$ cat src/rtl/pipe_pkg.sv
// Shared definitions for the pipeline registers: the NOP/bubble encoding,
// the default reset PC and the IF/ID payload layout.
package pipe_pkg;

  localparam logic [31:0] NOP_INSTR        = 32'h0000_0013;
  localparam logic [31:0] RESET_PC_DEFAULT = 32'h0000_0000;

  typedef struct packed {
    logic [31:0] instr;
    logic [31:0] pc;
    logic [31:0] pc_plus4;
    logic        valid;
  } ifid_t;

  localparam ifid_t IFID_RESET = '{
    instr:    NOP_INSTR,
    pc:       32'h0000_0000,
    pc_plus4: 32'h0000_0000,
    valid:    1'b0
  };

  // A bubble still carries the PC it replaced so later stages can trace it.
  function automatic ifid_t ifid_bubble(input logic [31:0] pc,
                                        input logic [31:0] pc_plus4);
    ifid_t b;
    b.instr    = NOP_INSTR;
    b.pc       = pc;
    b.pc_plus4 = pc_plus4;
    b.valid    = 1'b0;
    return b;
  endfunction

endpackage

$ cat src/rtl/pc_reg.sv
// Program counter with its next-PC mux: redirect beats stall beats increment.
// Updates on the falling edge like the rest of the pipeline registers.
module pc_reg
  import pipe_pkg::*;
#(
  parameter logic [31:0] RESET_PC = RESET_PC_DEFAULT
) (
  input  logic        clk,
  input  logic        rst,
  input  logic        stallF,
  input  logic        PCSrcE,
  input  logic [31:0] PCTargetE,
  output logic [31:0] PCF
);

  logic [31:0] r_pc;
  logic [31:0] w_pc_plus4;
  logic [31:0] w_pc_next;

  assign w_pc_plus4 = r_pc + 32'd4;

  always_comb begin
    w_pc_next = w_pc_plus4;
    if (PCSrcE) begin
      // Targets are word aligned; low bits from EX are discarded.
      w_pc_next = {PCTargetE[31:2], 2'b00};
    end else if (stallF) begin
      w_pc_next = r_pc;
    end
  end

  always_ff @(negedge clk or posedge rst) begin
    if (rst) begin
      r_pc <= RESET_PC;
    end else begin
      r_pc <= w_pc_next;
    end
  end

  assign PCF = r_pc;

endmodule

$ cat src/rtl/fetch_stage.sv
// Instruction fetch: PC register plus the IF/ID pipeline register.
// validD marks a real instruction; stallD/flushD/PCSrcE act as backpressure and kill, there is no ready.
module fetch_stage
  import pipe_pkg::*;
#(
  parameter logic [31:0] RESET_PC = RESET_PC_DEFAULT
) (
  input  logic        clk,
  input  logic        rst,
  input  logic        stallF,
  input  logic        stallD,
  input  logic        flushD,
  input  logic        PCSrcE,
  input  logic [31:0] PCTargetE,
  output logic [31:0] imem_addr,
  input  logic [31:0] imem_rdata,
  output logic [31:0] instrD,
  output logic [31:0] pcD,
  output logic [31:0] PCPlus4D,
  output logic        validD
);

  logic [31:0] w_pcf;
  logic [31:0] w_pc_plus4_f;
  ifid_t       r_ifid;
  ifid_t       w_ifid_next;

  pc_reg #(
    .RESET_PC (RESET_PC)
  ) u_pc_reg (
    .clk       (clk),
    .rst       (rst),
    .stallF    (stallF),
    .PCSrcE    (PCSrcE),
    .PCTargetE (PCTargetE),
    .PCF       (w_pcf)
  );

  assign w_pc_plus4_f = w_pcf + 32'd4;
  assign imem_addr    = w_pcf;

  // A redirect squashes whatever is being fetched, so it bubbles IF/ID like a flush.
  always_comb begin
    w_ifid_next = r_ifid;
    if (flushD || PCSrcE) begin
      w_ifid_next = ifid_bubble(w_pcf, w_pc_plus4_f);
    end else if (!stallD) begin
      w_ifid_next.instr    = imem_rdata;
      w_ifid_next.pc       = w_pcf;
      w_ifid_next.pc_plus4 = w_pc_plus4_f;
      w_ifid_next.valid    = 1'b1;
    end
  end

  always_ff @(negedge clk or posedge rst) begin
    if (rst) begin
      r_ifid <= IFID_RESET;
    end else begin
      r_ifid <= w_ifid_next;
    end
  end

  assign instrD   = r_ifid.instr;
  assign pcD      = r_ifid.pc;
  assign PCPlus4D = r_ifid.pc_plus4;
  assign validD   = r_ifid.valid;

endmodule

$ cat config.mk
export PLATFORM = sky130hd
export DESIGN_NAME = fetch_stage
export DESIGN_NICKNAME = d
export VERILOG_FILES = /design/src/rtl/pipe_pkg.sv /design/src/rtl/pc_reg.sv /design/src/rtl/fetch_stage.sv
export SDC_FILE = /design/constraint.sdc
export NUM_CORES = 1
export LEC_CHECK = 0
export CAP_MARGIN = 20
export CORE_AREA = 2 2 142 144
export CTS_BUF_LIST = sky130_fd_sc_hd__clkbuf_2 sky130_fd_sc_hd__clkbuf_4 sky130_fd_sc_hd__clkbuf_8
export DETAILED_ROUTE_END_ITERATION = 16
export DIE_AREA = 0 0 144 146
export PLACE_DENSITY_LB_ADDON = 0.15
export REMOVE_ABC_BUFFERS = 1
export SYNTH_ARGS = -nofsm -noshare
export SYNTH_HDL_FRONTEND = slang
export SYNTH_HIERARCHICAL = 1
export SYNTH_SLANG_ARGS = --single-unit
$ cat constraint.sdc
create_clock -name clk -period 3.15 [get_ports clk]
set_input_delay 0.315 -clock clk [delete_from_list [all_inputs] [get_ports clk]]
set_output_delay 0.315 -clock clk [all_outputs]
set_load 0.01 [all_outputs]
Word-level counts from Yosys, hierarchy flattened
Cells that the tools add are included.
{"block": "op_classes", "n_addsub": 1, "mul": 0, "div": 0, "order_cmp": 0, "n_eq_ne": 2, "shifts": 0, "muxes": 4, "n_bitwise": 0, "n_reduce_logical": 1}
{"cell": "$mux W97", "count": 2}
{"cell": "$mux W32", "count": 2}
{"cell": "$add A32 B3 Y32 const B", "count": 1}
{"cell": "$ne A2 B1 Y1 const B", "count": 2}
{"cell": "$logic_or A1 B1 Y1", "count": 1}
{"block": "word_totals", "regBits": 129, "latch_bits": 0, "mem_bits_rw": 0, "romBits": 0, "input_bits": 70, "output_inout_bits": 129, "elab_cells": 13, "memories": 0}

Depth between registers and ports, before layout
{"block": "logic_depth", "ltp_word": 3, "mapped_depth": 7, "ltp_nobuf": 6}

Cells and area by module
The synthesis kept the hierarchy.
{"mod": "fetch_stage", "n_inst": 1, "cells_per_inst": 389, "area_per_inst_um2": 3986.3, "seq_area_each_um2": 2381.0}
{"mod": "pc_reg", "n_inst": 1, "cells_per_inst": 199, "area_per_inst_um2": 1803.0, "seq_area_each_um2": 750.7}

==> results.md <==
* N_diodes at 0
* Asr flop ratio synth at 100.0%
* Share of the synthesized area in the top cell type at 52.73%
* Antenna violations before repair at 1
* Worst-path cell with the longest stage delay: dfstp_2
* Total internal power at 2.983 mW
* Vias in the first global route at 5515
* Synth Area per Inst at 9.846 um2
* Clk_lat worst skew at 0.40 ns
* Crit path required time at 2.83 ns
* Worst-path cell chain: clkdlybuf4s15_1
* CP Launch Type: flop
* Post-Route Utilization at 45.07%
* Clk_skew at 0.009087 ns
* Layout cells sized above 1 at 13.66%
* Run status: finished clean
* PortBufs at 194
* Register bit total from synthesis at 125
* Psw at 1.189 mW
* ANT nets after route at 0
* Grt ovf at 0
* Die width at 144 um
* DRC Markers at 0
* Static leakage at 4.120 nW
* CORE AREA at 0.01933 mm2
* Worst setup path class: flop to primary output
* Max transition margin at 52.80%
* Largest net degree at the start of global routing at 51
* VDD IR max at 0.2691 mV
* Ports at 199
* Critical Path Max Stage Delay at 0.52 ns
* Detailed placer's ending HPWL at 13.28 mm
* Final setup viols at 0
* GPL Wtd Cong at 0.8136
* Fill cells at 1937
* Via-per-instance ratio at 4.755
* Max-cap violations at 0
* Post-Syn Instances at 588
* Clock power frac at 35.5%
* Area contributors post-synth: dfrtn_1 (53%), nand2_1 (10%), a22o_1 (4.4%)
* Power per cell area at 478.8 mW/mm2
* Top_reg_cell synth: dfrtn_1
* Sw Ratio at 28.49%
* Max Buffers Root-to-Sink at 2
* Crit. End Element: primary output
* Tightest Hold Check Type: flop to flop
* Row cnt at 51
* Post-Place Cell Area at 0.008428 mm2
* Tightest Pin Transition at 0.7027 ns
* Initial DRC count at 192
* Sequential cell area fraction in the yosys report at 54.10%
* Post-route cell area at 0.008713 mm2
* Die area at 0.02102 mm2
* CTS Sinks at 125
* Critical path fanouts, max at 2
* Nets at 901
* Mapped Area at 0.005789 mm2
* Initial Util at 29.94%
* Seq pwr share at 44.4%
* Tot GR Track Use at 17.99%
* Ys Warns at 6
* First-pass GRT wire length at 29.44 mm
* P&R area growth vs syn at 50.51%
* Post-synth top area cell: dfrtn_1
* CTS root buf: clkbuf_8
* Final Max Slew Viols at 0
* Initial DRT Pass Iterations at 4
* CTS Buf Count at 17
* Top post-synthesis cells by count: nand2_1 (156), dfrtn_1 (122), o21ai_0 (32), a22o_1 (29), xor2_1 (26)
* Crit path DAT at 2.77 ns
* RSZ-0062 raised after global routing: no
* Post-Route WL at 18.42 mm
* H-tree depth at 4
* Cts hold-fix bufs at 0
* Most common cell in the netlist: nand2_1
* Count of flip-flops with a built-in enable after synthesis at 0
* Vias at 5264
* Routed len/inst at 16.64 um
* Die Y-Extent at 146 um
* Logic pwr share at 20.2%
* Buf/Inv on CP at 1
* CTS tree: built
* Synth unique cells at 49
* Worst-path clk slew at 0.05 ns
* CP delay by family, top: flip-flops
* Hold Violations, Final at 0
[power groups by stage]
stage,Combinational [mW],Clock (mW),Sequential (mW)
floorplan,0.231,0.00792,2.00
global placement,0.944,0.00792,1.88
detailed placement,0.953,0.00792,1.89
CTS,0.856,1.54,1.85
global route,0.927,1.61,1.87
finish,0.841,1.48,1.85
[through the flow]
stage	std cells	setup TNS, ns	hold WS [ns]	worst slack (ns)	power (mW)
finish	1107	0	0.4078	0.06028	4.172
global route	1107	0	0.4406	0.003124	4.406
CTS	1105	0	0.4151	0.001612	4.247
detailed placement	1071	-14.51	0.4194	-0.4937	2.846
global placement	1071	-11.33	0.4127	-0.4695	2.835
floorplan	550	-179.29	0.4675	-1.131	2.237
[area by class of cell]
type / instances / area [um2] / share of cell area (%)
Multi-Input combinational cell: 418 / 2457 / 28.20
Tap cell: 265 / 331.6 / 3.805
Clock inverter: 14 / 152.6 / 1.752
Clock buffer: 21 / 264.0 / 3.030
Inverter: 6 / 25.02 / 0.2872
Sequential cell: 125 / 3132 / 35.94
Timing Repair Buffer: 258 / 2351 / 26.98
[layout by cell type, fill, tap and decap left out, types with 3 or more instances in the layout]
| master | count |
|---|---|
| xnor2_1 | 14 |
| o21ai_0 | 32 |
| nand4_1 | 15 |
| and4_1 | 8 |
| a22o_1 | 29 |
| nand2_1 | 155 |
| clkdlybuf4s50_1 | 65 |
| o22a_1 | 3 |
| dfstp_2 | 3 |
| nor2_1 | 23 |
| xor2_1 | 26 |
| a21oi_1 | 7 |
| nand3_1 | 22 |
| and3_1 | 11 |
| or4_1 | 12 |
| bufinv_16 | 3 |
| clkinv_2 | 3 |
| clkbuf_4 | 4 |
| o21ai_1 | 4 |
| clkbuf_8 | 17 |
| dfrtn_1 | 122 |
| dlygate4sd2_1 | 124 |
| buf_12 | 7 |
| inv_1 | 7 |
| o211ai_1 | 4 |
| nand4_4 | 3 |
| buf_4 | 56 |
| o31ai_1 | 8 |
| a31oi_1 | 10 |
[what timing repair did]
action                     in CTS  in global routing
gates resized for setup       128                  8
pin swaps                       0                  1
buffers inserted                0                  2
setup endpoints to repair     133                 16
[cell families after synthesis]
group,synth area share [%]
compound gates,12.38
simple gates,22.91
buf+inv,3.890
xor+xnor,6.052
flops,54.10
mux,0.1729
other cells,0.06477
fa+ha+maj,0.4322
[state kept, by name, summed over array words and instances (netlist names)]
register,flops
PCPlus4D,32
validD,1
instrD,32
u_pc_reg/PCF,30
pcD,30
[worst paths after layout]
check | startpoint | slack, ns | depth (start not counted) | endpoint
worst min-delay path | pcD[5] | 0.41 | 2 | pcD[5]
worst max register to register | u_pc_reg/PCF[10] | 0.92 | 5 | u_pc_reg/PCF[27]
worst min register to register | pcD[5] | 0.41 | 2 | pcD[5]
min in group asynchronous | rst | 1.72 | 2 | pcD[6]
max in group asynchronous | rst | 0.81 | 3 | PCPlus4D[24]
worst max-delay path | instrD[1] | 0.06 | 1 | instrD[1]
[layer usage]
metal  vias up  part of all wire (%)  GRT usage [%]
met4         2                   1.3          5.392
met5         -                 0.043              0
met3        18                   7.0          4.837
met2       170                    47          29.31
li1       2542                     -              -
met1      2532                    44          23.34
Power figures use the tool's default switching activity.
